**src/rtl/kamacore_pkg.sv**
```systemverilog
// rtl/kamacore_pkg.sv - shared constants, state type and decode helper for the kamacore memory stage
package kamacore_pkg;

  localparam int CPU_WIDTH = 32;

  localparam logic [6:0] OPCODE_LOAD   = 7'b0000011;
  localparam logic [6:0] OPCODE_STORE  = 7'b0100011;
  localparam logic [6:0] OPCODE_OP     = 7'b0110011;
  localparam logic [6:0] OPCODE_OP_IMM = 7'b0010011;
  localparam logic [6:0] OPCODE_LUI    = 7'b0110111;
  localparam logic [6:0] OPCODE_AUIPC  = 7'b0010111;
  localparam logic [6:0] OPCODE_JAL    = 7'b1101111;
  localparam logic [6:0] OPCODE_JALR   = 7'b1100111;

  localparam logic [2:0] F3_B  = 3'b000;
  localparam logic [2:0] F3_H  = 3'b001;
  localparam logic [2:0] F3_W  = 3'b010;
  localparam logic [2:0] F3_BU = 3'b100;
  localparam logic [2:0] F3_HU = 3'b101;

  typedef enum logic [1:0] {
    IDLE = 2'd0,
    REQ  = 2'd1,
    RESP = 2'd2
  } mem_state_e;

  // Non-memory opcodes that produce a register result.
  function automatic logic opcode_writes_rd(input logic [6:0] opcode);
    logic writes;
    case (opcode)
      OPCODE_OP, OPCODE_OP_IMM, OPCODE_LUI,
      OPCODE_AUIPC, OPCODE_JAL, OPCODE_JALR: writes = 1'b1;
      default:                               writes = 1'b0;
    endcase
    return writes;
  endfunction

endpackage

```
**src/rtl/kamacore_lsu_align.sv**
```systemverilog
// rtl/kamacore_lsu_align.sv - byte-lane placement, alignment check and load extension
module kamacore_lsu_align
  import kamacore_pkg::*;
(
  input  logic [2:0]           funct3_i,
  input  logic [1:0]           offset_i,
  input  logic [CPU_WIDTH-1:0] rs2_i,
  input  logic [31:0]          rdata_i,
  output logic [3:0]           be_o,
  output logic [31:0]          wdata_o,
  output logic                 misalign_o,
  output logic [CPU_WIDTH-1:0] load_data_o
);

  logic [7:0]  lane_byte;
  logic [15:0] lane_half;

  // Store data is replicated across lanes so only the byte enables select the target bytes.
  always_comb begin
    be_o       = 4'b1111;
    wdata_o    = rs2_i;
    misalign_o = 1'b0;
    case (funct3_i[1:0])
      2'b00: begin
        be_o    = 4'b0001 << offset_i;
        wdata_o = {4{rs2_i[7:0]}};
      end
      2'b01: begin
        be_o       = 4'b0011 << offset_i;
        wdata_o    = {2{rs2_i[15:0]}};
        misalign_o = offset_i[0];
      end
      default: misalign_o = (offset_i != 2'b00);
    endcase
  end

  // Pick the addressed lane out of the full read word and extend it to register width.
  always_comb begin
    lane_byte = rdata_i[{offset_i, 3'b000} +: 8];
    lane_half = rdata_i[{offset_i[1], 4'b0000} +: 16];
    case (funct3_i)
      F3_B:    load_data_o = {{(CPU_WIDTH-8){lane_byte[7]}}, lane_byte};
      F3_H:    load_data_o = {{(CPU_WIDTH-16){lane_half[15]}}, lane_half};
      F3_BU:   load_data_o = {{(CPU_WIDTH-8){1'b0}}, lane_byte};
      F3_HU:   load_data_o = {{(CPU_WIDTH-16){1'b0}}, lane_half};
      default: load_data_o = rdata_i;
    endcase
  end

endmodule

```
**src/rtl/kamacore_stage_mem.sv**
```systemverilog
// rtl/kamacore_stage_mem.sv - memory-access pipeline stage with valid/ready data port and MEM/WB register
module kamacore_stage_mem
  import kamacore_pkg::*;
(
  input  logic                 clk,
  input  logic                 rst,
  input  logic                 ex_valid,
  input  logic [CPU_WIDTH-1:0] ex_alu_result,
  input  logic [31:0]          ex_instruction,
  input  logic [CPU_WIDTH-1:0] ex_rs2_data,
  output logic                 stall,
  output logic                 dmem_req_valid,
  input  logic                 dmem_req_ready,
  output logic [31:0]          dmem_addr,
  output logic                 dmem_we,
  output logic [3:0]           dmem_be,
  output logic [31:0]          dmem_wdata,
  input  logic                 dmem_rsp_valid,
  input  logic [31:0]          dmem_rdata,
  output logic                 wb_valid,
  output logic [31:0]          wb_instruction,
  output logic [CPU_WIDTH-1:0] wb_result,
  output logic                 wb_rd_we,
  output logic                 misalign_exc
);

  mem_state_e state_q, state_d;

  logic [CPU_WIDTH-1:0] addr_q, addr_d;
  logic [CPU_WIDTH-1:0] rs2_q, rs2_d;
  logic [2:0]           funct3_q, funct3_d;
  logic                 store_q, store_d;
  logic [31:0]          instr_q, instr_d;

  logic                 wb_valid_q, wb_valid_d;
  logic                 wb_rd_we_q, wb_rd_we_d;
  logic [31:0]          wb_instr_q, wb_instr_d;
  logic [CPU_WIDTH-1:0] wb_result_q, wb_result_d;

  logic [6:0] ex_opcode;
  logic [2:0] ex_funct3;
  logic [4:0] ex_rd;
  logic       ex_is_load;
  logic       ex_is_store;
  logic       ex_is_mem;

  assign ex_opcode   = ex_instruction[6:0];
  assign ex_funct3   = ex_instruction[14:12];
  assign ex_rd       = ex_instruction[11:7];
  assign ex_is_load  = (ex_opcode == OPCODE_LOAD);
  assign ex_is_store = (ex_opcode == OPCODE_STORE);
  assign ex_is_mem   = ex_is_load | ex_is_store;

  // In IDLE the aligner checks the incoming EX entry; afterwards it works from the latched access.
  logic                 in_idle;
  logic [2:0]           al_funct3;
  logic [1:0]           al_offset;
  logic [3:0]           al_be;
  logic [31:0]          al_wdata;
  logic                 al_misalign;
  logic [CPU_WIDTH-1:0] al_load_data;

  assign in_idle   = (state_q == IDLE);
  assign al_funct3 = in_idle ? ex_funct3 : funct3_q;
  assign al_offset = in_idle ? ex_alu_result[1:0] : addr_q[1:0];

  kamacore_lsu_align u_align (
    .funct3_i    (al_funct3),
    .offset_i    (al_offset),
    .rs2_i       (rs2_q),
    .rdata_i     (dmem_rdata),
    .be_o        (al_be),
    .wdata_o     (al_wdata),
    .misalign_o  (al_misalign),
    .load_data_o (al_load_data)
  );

  // Next-state, access latching, MEM/WB update and stall/request/exception outputs.
  always_comb begin
    state_d        = state_q;
    addr_d         = addr_q;
    rs2_d          = rs2_q;
    funct3_d       = funct3_q;
    store_d        = store_q;
    instr_d        = instr_q;
    wb_valid_d     = 1'b0;
    wb_rd_we_d     = 1'b0;
    wb_instr_d     = wb_instr_q;
    wb_result_d    = wb_result_q;
    stall          = 1'b0;
    dmem_req_valid = 1'b0;
    misalign_exc   = 1'b0;

    case (state_q)
      IDLE: begin
        if (ex_valid) begin
          if (!ex_is_mem) begin
            wb_valid_d  = 1'b1;
            wb_result_d = ex_alu_result;
            wb_instr_d  = ex_instruction;
            wb_rd_we_d  = opcode_writes_rd(ex_opcode) && (ex_rd != 5'd0);
          end else if (al_misalign) begin
            misalign_exc = 1'b1;
            wb_valid_d   = 1'b1;
            wb_result_d  = ex_alu_result;
            wb_instr_d   = ex_instruction;
          end else begin
            addr_d   = ex_alu_result;
            rs2_d    = ex_rs2_data;
            funct3_d = ex_funct3;
            store_d  = ex_is_store;
            instr_d  = ex_instruction;
            state_d  = REQ;
            stall    = 1'b1;
          end
        end
      end
      REQ: begin
        dmem_req_valid = 1'b1;
        if (dmem_req_ready && store_q) begin
          state_d     = IDLE;
          wb_valid_d  = 1'b1;
          wb_result_d = addr_q;
          wb_instr_d  = instr_q;
        end else begin
          stall = 1'b1;
          if (dmem_req_ready) begin
            state_d = RESP;
          end
        end
      end
      RESP: begin
        if (dmem_rsp_valid) begin
          state_d     = IDLE;
          wb_valid_d  = 1'b1;
          wb_result_d = al_load_data;
          wb_instr_d  = instr_q;
          wb_rd_we_d  = (instr_q[11:7] != 5'd0);
        end else begin
          stall = 1'b1;
        end
      end
      default: state_d = IDLE;
    endcase
  end

  // State, latched access and MEM/WB register; reset drops any in-flight access.
  always_ff @(posedge clk) begin
    if (rst) begin
      state_q     <= IDLE;
      addr_q      <= '0;
      rs2_q       <= '0;
      funct3_q    <= '0;
      store_q     <= 1'b0;
      instr_q     <= '0;
      wb_valid_q  <= 1'b0;
      wb_rd_we_q  <= 1'b0;
      wb_instr_q  <= '0;
      wb_result_q <= '0;
    end else begin
      state_q     <= state_d;
      addr_q      <= addr_d;
      rs2_q       <= rs2_d;
      funct3_q    <= funct3_d;
      store_q     <= store_d;
      instr_q     <= instr_d;
      wb_valid_q  <= wb_valid_d;
      wb_rd_we_q  <= wb_rd_we_d;
      wb_instr_q  <= wb_instr_d;
      wb_result_q <= wb_result_d;
    end
  end

  assign dmem_addr      = {addr_q[31:2], 2'b00};
  assign dmem_we        = store_q;
  assign dmem_be        = al_be;
  assign dmem_wdata     = al_wdata;
  assign wb_valid       = wb_valid_q;
  assign wb_instruction = wb_instr_q;
  assign wb_result      = wb_result_q;
  assign wb_rd_we       = wb_rd_we_q;

endmodule

```
**config.mk**
```make
export PLATFORM = sky130hd
export DESIGN_NAME = kamacore_stage_mem
export DESIGN_NICKNAME = d
export VERILOG_FILES = /design/src/rtl/kamacore_pkg.sv /design/src/rtl/kamacore_lsu_align.sv /design/src/rtl/kamacore_stage_mem.sv
export SDC_FILE = /design/constraint.sdc
export NUM_CORES = 1
export LEC_CHECK = 0
export CORE_UTILIZATION = 50
export CTS_CLUSTER_SIZE = 24
export DETAILED_ROUTE_END_ITERATION = 6
export PLACE_DENSITY = 0.86
export SLEW_MARGIN = 20
export SYNTH_ARGS = -nofsm -noshare
export SYNTH_HDL_FRONTEND = slang
export SYNTH_SLANG_ARGS = --single-unit
```
**constraint.sdc**
```tcl
create_clock -name clk -period 3.91 [get_ports clk]
set_clock_uncertainty 0.2 [all_clocks]
set_input_delay 0.782 -clock clk [delete_from_list [all_inputs] [get_ports clk]]
set_output_delay 0.782 -clock clk [all_outputs]
set_load 0.1 [all_outputs]
```
Word-level counts from Yosys, hierarchy flattened --
Cells that the tools add are included.
Storage, ports and cells: register bits 168, bits in latches 0, bits in writable memories 0, memory bits (read-only) 0, input bits 133, output and inout bits 138, logic and storage cells 99, memories kept 0
Operators by class: $add $sub $neg 0, multipliers 0, divide/modulo/power cells 0, order comparisons 0, equality and inequality tests 21, shifts and indexed selects 4, mux-type cells 49, bitwise logic cells 2, reductions and logical operators 13
Operator list (number):
- 32-bit 2-to-1 mux | 10
- 32-bit one-hot mux with 3 select lines | 2
- 32-bit one-hot mux with 4 select lines | 1
- 32-bit one-hot mux with 2 select lines | 1
- 32-bit by 6-bit indexed part select with 16-bit output | 1
- 32-bit by 6-bit indexed part select with 8-bit output | 1
- 7-bit by 6-bit == test with 1-bit output, second input constant | 3
- 1-bit 2-to-1 mux | 21
- 7-bit by 5-bit == test with 1-bit output, second input constant | 2
- 7-bit == test, second input constant | 2
- 2-bit 2-to-1 mux | 7
- 2-bit != test, second input constant | 5
- 5-bit AND reduction | 2
- 5-bit nonzero test | 2
- 4-bit one-hot mux with 2 select lines | 1
- 7-bit by 2-bit == test with 1-bit output, second input constant | 1
- 3-bit == test, second input constant | 2
- 1-bit one-hot mux with 3 select lines | 2
- 2-bit one-hot mux with 3 select lines | 1
- 6-bit OR reduction | 1
- 2-bit by 1-bit == test with 1-bit output, second input constant | 2
- 2-bit logical NOT | 2
- 1-bit one-hot mux with 2 select lines | 2
- 4-bit AND reduction | 1
- 13 further kinds | 14

Logic depth before layout (Yosys ltp) --
Gate-level depths: netlist of the first run.
depth in word-level cells 10, mapped depth 11, mapped depth without buffers 8

Cells and area by module --
From an unflattened synthesis of the first run, not the netlist that was laid out.
Unflattened totals: cell total of the unflattened synthesis 1092, area total of the unflattened synthesis 9113.7 sq um
Modules (own cells, without submodules):
- kamacore_stage_mem | instances 1, cells an instance 886, area an instance 7632.3 sq um, seq. area each 3303.2 sq um
- kamacore_lsu_align | instances 1, cells an instance 206, area an instance 1481.4 sq um, seq. area each 0.0 sq um

Least setup slack after synthesis of the first run --
No wires, ideal clock.
path type input-to-output, start point input ex_alu_result[1], end point output dmem_be[1], data arrival time 3.435 ns, data required time 2.928 ns, path slack -0.507 ns, stages 3, buffers on the path 1, cells stage by stage mux2_2 -> clkbuf_1 -> o21ai_0
Between the ends: word-level cells in the longest chain between the ends 3, elaborated cells on any way between the ends 4, those cells by class shift: 2; mux: 2
RTL lines:
- start, declared | RTL line kamacore_stage_mem.sv:8 | input logic [CPU_WIDTH-1:0] ex_alu_result,
- 2-bit 2-to-1 mux (*) | RTL line kamacore_stage_mem.sv:65 | assign al_offset = in_idle ? ex_alu_result[1:0] : addr_q[1:0];
- 2-bit by 2-bit << shifter with 4-bit output / 1-bit by 2-bit << shifter with 4-bit output (equally long branches) | RTL line kamacore_lsu_align.sv:29, kamacore_lsu_align.sv:25
- 4-bit one-hot mux with 2 select lines (*) | RTL line kamacore_lsu_align.sv:23 | case (funct3_i[1:0])
- end, declared | RTL line kamacore_stage_mem.sv:16 | output logic [3:0] dmem_be,
Every way passes the cells marked *; elsewhere a longest branch is shown, timed or not.

Worst setup path in the final report of the first run --
start point input ex_instruction[2], end point output stall
Between the ends: word-level cells in the longest chain between the ends 5, elaborated cells on any way between the ends 6, those cells by class eq/ne: 2; mux: 3; bitwise: 1
RTL lines:
- start, declared | RTL line kamacore_stage_mem.sv:9 | input logic [31:0] ex_instruction,
- 7-bit by 2-bit == test with 1-bit output / 7-bit by 6-bit == test with 1-bit output (equally long branches) | RTL line kamacore_stage_mem.sv:50, kamacore_stage_mem.sv:51
- 1-bit bitwise OR (*) | RTL line kamacore_stage_mem.sv:52 | assign ex_is_mem = ex_is_load | ex_is_store;
- 1-bit 2-to-1 mux (*) | RTL line kamacore_stage_mem.sv:97 | if (!ex_is_mem) begin
- 1-bit 2-to-1 mux (*) | RTL line kamacore_stage_mem.sv:96 | if (ex_valid) begin
- 1-bit one-hot mux with 3 select lines (*) | RTL line kamacore_stage_mem.sv:94 | case (state_q)
- end, declared | RTL line kamacore_stage_mem.sv:11 | output logic stall,
Marked as above.

==> results.tsv, run 1 <==
stage	metric	value	unit
timing	max_freq	271	MHz
routing	drtPass1Iterations	5	
synth	postSynth.asyncResetShare	0	
synth	syn_area_per_cell	7.64	µm²
timing	layout_setup_ws	220	ps
cts	cts_buffers	17	
synth	ys_warn_count	0	
final_layout	mostFrequentLayoutCells	nand2_1 (297), clkdlybuf4s50_1 (236), dfxtp_1 (165)	
synth	ys_ff_latch	165	
synth	synth_top_family_by_area	compound AO/OA/AOI/OAI gates	
synth	synthDistinctLibCells	51	
hold_path	min-delay-start	wb_result[30]$_SDFFE_PP0P_	
pwr	power.leakage	4.05	nW
final_layout	area_delta_synth_final	41.7	%
global_route	globalRouteOverflowTotal	0	
worst_setup_path	rr_startpoint	state_q[0]$_SDFFE_PP0P_	
die	fp.dieW	131	µm
pwr	power.density	393	nW/µm²
worst_setup_path	arrival	2710	ps
synth	muxShareOfSynthArea	0.0730	
cts	cts_setup_buffers	0	
hold_path	hold_depth	2	
cts	cts-resized-gates	0	
routing	avgViaCountPerCell	5.80	
routing	vias	8716	
global_route	track_usage	0.316	
final_layout	final_common_cell	nand2_1	
final_layout	fin_nets	1412	
worst_setup_path	endpoint_kind	primary output	
cts	cts_tree	yes	
synth	synth_edf_count	0	
worst_setup_path	cpPeakStageDelay	520	ps
routing	drt_wl_total	27.3	mm
synth	yosys-top-cells-area	dfxtp_1 (40%), nand2_1 (13%), a21oi_1 (7.5%)	
timing	finalHoldViolations	0	
placed_design	dp_hpwl	18.9	mm
final_layout	drive_gt1_frac	0.101	
placed_design	placed_area	11200	µm²
worst_setup_path	crit_path_start_kind	input pin	
worst_setup_path	regToRegSetupSlack	700	ps
job	maxCapViolations	0	
worst_setup_path	r2r-end	wb_result[21]$_SDFFE_PP0P_	
synth	yosysTopAreaCell	dfxtp_1	
timing	worst_slew_pin_slew	1080	ps
pwr	ir_drop	314	µV
synth	synth-xor-area-share	0	
synth	synth_compound_area_frac	0.227	
timing	maxSlewViolCount	0	
placed_design	place.gp.congestion	0.892	
worst_setup_path	reg2regPathDepth	9	
worst_setup_path	cp_cell_sequence	clkdlybuf4s50_1 -> nor4_1 -> nand3_1 -> inv_1 -> nand4_1 -> a21oi_2 -> buf_12	
timing	relSlewSlack	0.278	
global_route	grt_pass1_vias	8276	
worst_setup_path	critPathSlowestCell	nor4_1	
worst_setup_path	critPathLaunch	ex_instruction[2]	
synth	synth_area	8350	µm²
synth	synth_fa_ha_area_frac	0.00749	
cts	htreeDepth	4	
cts	clkLatencyLatePin	420	ps
global_route	grt_antenna_before_repair	0	
die	pin_count	271	
routing	detail-route-antenna-nets	0	
cts	clockRootBuffer	clkbuf_16	
placed_design	dp_slack	288	ps
timing	fin_crit_sh	0.944	
hold_path	hold-path-endpoint	wb_result[30]$_SDFFE_PP0P_	
die	coreArea	16100	µm²
cts	clockBufferDepth	2	
die	die_h	131	µm
synth	synth_ff_type	dfxtp_1	
timing	finalSetupViolCount	0	
final_layout	fill_cells	1217	
placed_design	port_buffers	268	
die	die-area	17200	µm²
worst_setup_path	cp_data_required_time	2930	ps
final_layout	insertedDiodeCount	0	
routing	wire_per_inst	18.2	µm
synth	seq_area_frac_synth	0.396	
timing	rsz0062_at_grt	false	
routing	drc	0	
synth	yosysTopAreaCellShare	0.396	
synth	synth-simple-area-share	0.210	
cts	clk_pin_slew	60	ps
hold_path	hold_class	flip-flop to flip-flop	
cts	cts.sinks	165	
worst_setup_path	worstSetupPathType	input pin to primary output	
die	rows	46	
worst_setup_path	crit_buf_inv	3	
global_route	grt_max_degree	78	
worst_setup_path	critPathTopFamily	simple AND/OR/NAND/NOR gates	
routing	drtIter0Drc	844	
status	status	complete, no violations	
synth	synthesis.instances	1093	
timing	period_needed	3690	ps
cts	hold_buffers	0	
global_route	grt_pass1_wl	43.6	mm
final_layout	final_cell_area	11800	µm²
die	initial_utilization	0.518	
worst_setup_path	critPathMaxFanout	4	
registers in the layout (all words and copies together), names as in the netlist:
signal and cells:
wb_valid 1, instr_q 30, rs2_q 32, wb_instruction 32, dmem_we 1, addr_q 32, state_q 2, wb_result 32
wb_rd_we 1, funct3_q 2
where the power goes:
part	leakage [nW]	internal (W)	switching, W	total [W]
Sequential	1.35	0.00175	0.0000348	0.00178
Clock	0.282	0.000968	0.000692	0.00166
Combinational	2.42	0.000373	0.000842	0.00122
per-stage QoR:
step,TNS [ps],util,hold WS [ps],cells,total power (W)
final,0,0.734,252,1503,0.00466
after global routing,0,0.734,273,1503,0.00480
after CTS,0,0.734,251,1503,0.00467
after detailed placement,0,0.697,244,1471,0.00302
after global placement,0,0.697,239,1471,0.00301
after floorplan,-1010,-,230,1094,0.00261
worst max-delay path by stage:
stage / endpoint / slack, ps / cells after the start
final: stall / 220 / 7
after global routing: stall / 60 / 8
after CTS: dmem_be[1] / 120 / 6
after detailed placement: stall / 290 / 7
after global placement: stall / 330 / 7
after floorplan: dmem_be[1] / -510 / 3
worst reg2reg max path: cells and delay by family (launching register included):
family,cells,cell delay (ps)
mux,1,440
buf+inv,2,470
flops,1,350
compound gates,3,320
fa+ha+maj,1,400
simple gates,2,950
cell type report:
type	count	area [µm²]	area share
clock buffer	23	498	0.0421
clock inverter	9	92.6	0.00782
sequential	165	3300	0.279
inverter	6	22.5	0.00190
tap	216	270	0.0228
multi-input combinational	795	4420	0.374
timing repair buffer	289	3220	0.272
synthesized netlist by cell type, types with 3 or more instances:
cell and number:
nor4_1 3, nand3_1 3, nand4_1 4, o41ai_1 3, dfxtp_1 165, nand2_1 297
mux2_2 13, a31oi_1 14, buf_4 42, a21oi_1 125, a311oi_1 5, buf_6 4
inv_1 6, o22ai_1 16, nor2_1 93, mux2i_1 42, ha_1 5, o221ai_1 7
o21ai_0 16, nor3_1 14, a211oi_2 10, o211ai_1 29, buf_2 24, clkbuf_1 58
and2_1 5, nor2b_1 9, a211oi_1 51
logic make-up after synthesis:
family          count (synthesis)
other cells                     1
compound gates                292
simple gates                  438
buf+inv                       134
mux                            58
flops                         165
fa+ha+maj                       5
per-layer routing:
| layer | GRT usage | share of wire |
|---|---|---|
| met5 | 0 | 0 |
| met4 | 0.148 | 0.039 |
| met3 | 0.0845 | 0.095 |
| met2 | 0.527 | 0.48 |
| met1 | 0.378 | 0.38 |
(Power assumes the default switching activity.)
==> inputs of run 2 (changes only) <==
--- a/config.mk
+++ b/config.mk
@@ -5,10 +5,9 @@
 export SDC_FILE = /design/constraint.sdc
 export NUM_CORES = 1
 export LEC_CHECK = 0
-export CORE_UTILIZATION = 50
+export CORE_UTILIZATION = 31
 export CTS_CLUSTER_SIZE = 24
 export DETAILED_ROUTE_END_ITERATION = 6
-export PLACE_DENSITY = 0.86
 export SLEW_MARGIN = 20
 export SYNTH_ARGS = -nofsm -noshare
 export SYNTH_HDL_FRONTEND = slang
==> results.tsv, run 2 (synthesis gave the netlist of run 1 again) <==
stage	metric	value	unit	change
status	violations	DRC		
timing	max_freq	276	MHz	+1.9%
worst_setup_path	critPathSlowestCell	dfxtp_1		
timing	finalSetupViolCount	0		unchanged
global_route	grt_max_degree	92		+18%
placed_design	port_buffers	268		unchanged
timing	relSlewSlack	0.299		+0.0214
job	maxCapViolations	0		unchanged
placed_design	place.gp.congestion	0.866		-2.9%
die	initial_utilization	0.319		-0.199
worst_setup_path	worstSetupPathType	flip-flop to primary output		
timing	finalHoldViolations	0		unchanged
final_layout	mostFrequentLayoutCells	nand2_1 (297), clkdlybuf4s50_1 (234), dfxtp_1 (165)		
global_route	grt_pass1_wl	45.4	mm	+4.2%
timing	hold_slack	253	ps	+1.62 ps
timing	worst_slew_pin_slew	1050	ps	-31.4 ps
routing	drt_wl_total	29.4	mm	+7.8%
hold_path	hold_class	flip-flop to flip-flop		
final_layout	drive_gt1_frac	0.104		+0.00279
global_route	grt_antenna_before_repair	2		+2
cts	cts_setup_buffers	0		unchanged
timing	rsz0062_at_grt	false		
timing	maxSlewViolCount	0		unchanged
final_layout	fin_nets	1416		+0.28%
routing	detail-route-antenna-nets	0		unchanged
routing	drtIter0Drc	567		-33%
cts	htreeDepth	4		unchanged
final_layout	fin_cells	1628		+8.3%
cts	clkLatencyLatePin	430	ps	about the same
pwr	power.density	393	nW/µm²	-0.12%
worst_setup_path	crit_path_start_kind	flip-flop		
worst_setup_path	endpoint_kind	primary output		
cts	clk_pin_slew	70	ps	about the same
cts	clockBufferDepth	2		unchanged
cts	cts_tree	yes		
die	coreArea	26200	µm²	+63%
worst_setup_path	cpPeakStageDelay	410	ps	-110 ps
pwr	power.leakage	4.06	nW	+0.32%
die	die-area	27600	µm²	+60%
global_route	globalRouteOverflowTotal	0		unchanged
cts	hold_buffers	0		unchanged
routing	drc	16		+16
routing	vias	8280		-5.0%
timing	fin_crit_sh	0.926		-0.0178
routing	avgViaCountPerCell	5.09		-12%
pwr	post-layout-total-power	0.00471	W	+1.2%
global_route	track_usage	0.211		-0.105
placed_design	numPlacedInstances	1594		+8.4%
cts	cts_buffers	17		unchanged
worst_setup_path	critPathLaunch	state_q[0]$_SDFFE_PP0P_		
cts	clockRootBuffer	clkbuf_16		
final_layout	area_delta_synth_final	43.7	%	
cts	cts.sinks	165		unchanged
timing	period_needed	3620	ps	-69.6 ps
placed_design	dp_hpwl	20.6	mm	+8.9%
worst_setup_path	cp_cell_sequence	inv_1 -> ha_2 -> nor3b_1 -> nor2_1 -> buf_4 -> mux2_2 -> buf_12		
global_route	grt_pass1_vias	7875		-4.8%
worst_setup_path	regToRegSetupSlack	900	ps	+200 ps
worst_setup_path	critPathMaxFanout	11		+7
routing	wire_per_inst	18.1	µm	-0.52%
die	pin_count	271		unchanged
final_layout	final_common_cell	nand2_1		
worst_setup_path	cp_data_required_time	2930	ps	about the same
worst_setup_path	arrival	2640	ps	-70 ps
pwr	ir_drop	220	µV	-30%
die	die_h	166	µm	+27%
worst_setup_path	rr_startpoint	state_q[0]$_SDFFE_PP0P_		
die	rows	59		+28%
hold_path	min-delay-start	wb_result[18]$_SDFFE_PP0P_		
status	status	complete, but fails checks		
routing	drtPass1Iterations	7		+2
die	fp.dieW	166	µm	+27%
run 2: cell type report:
type	instances	area, µm²
diodes	2	5.00
multi-input cells	795	4420
fillers	2514	14200
well taps	335	419
clock inverters	12	145
clock buffers	20	437
flip-flops and latches	165	3300
inverters	6	22.5
repair buffers	293	3240
run 2: worst paths after layout:
| path | endpoint | cells after the start |
|---|---|---|
| max | dmem_wdata[12] | 7 |
| min | wb_result[18]$_SDFFE_PP0P_ | 2 |
| max reg2reg | wb_result[4]$_SDFFE_PP0P_ | 8 |
| min reg2reg | wb_result[18]$_SDFFE_PP0P_ | 2 |
run 2: power by group:
part           total (W)  internal (W)  switching (W)
clock            0.00172      0.000955       0.000765
combinational    0.00121      0.000373       0.000842
sequential       0.00178       0.00174      0.0000346
total            0.00471       0.00307        0.00164
run 2: critical path, delay by kind of cell, from the launching register on:
kind	cells	cell delay, ps
mux	1	380
flops	1	410
fa+ha+maj	1	320
buf+inv	3	560
simple gates	2	520
run 2: repair_timing:
action,CTS,global route
gates resized for setup,0,1
hold endpoints to repair,0,0
endpoints found under the setup margin,0,8
run 2: routing by layer:
| metal | vias up | global-route usage | wire [µm] | share of wire |
|---|---|---|---|---|
| li1 | 4133 | - | - | - |
| met1 | 3818 | 0.261 | 12400 | 0.42 |
| met2 | 293 | 0.346 | 13900 | 0.47 |
| met3 | 36 | 0.0672 | 2600 | 0.088 |
| met4 | 0 | 0.0683 | 558 | 0.019 |
| met5 | - | 0 | 0 | 0 |
run 2: metrics by stage:
stage	cell area [µm²]	setup WS (ps)	utilization	setup TNS, ps
global placement	11400	290	0.435	0
global route	12000	101	0.458	0
floorplan	8410	-507	-	-1010
detailed placement	11400	278	0.435	0
finish	12000	290	0.458	0
CTS	12000	96.0	0.457	0
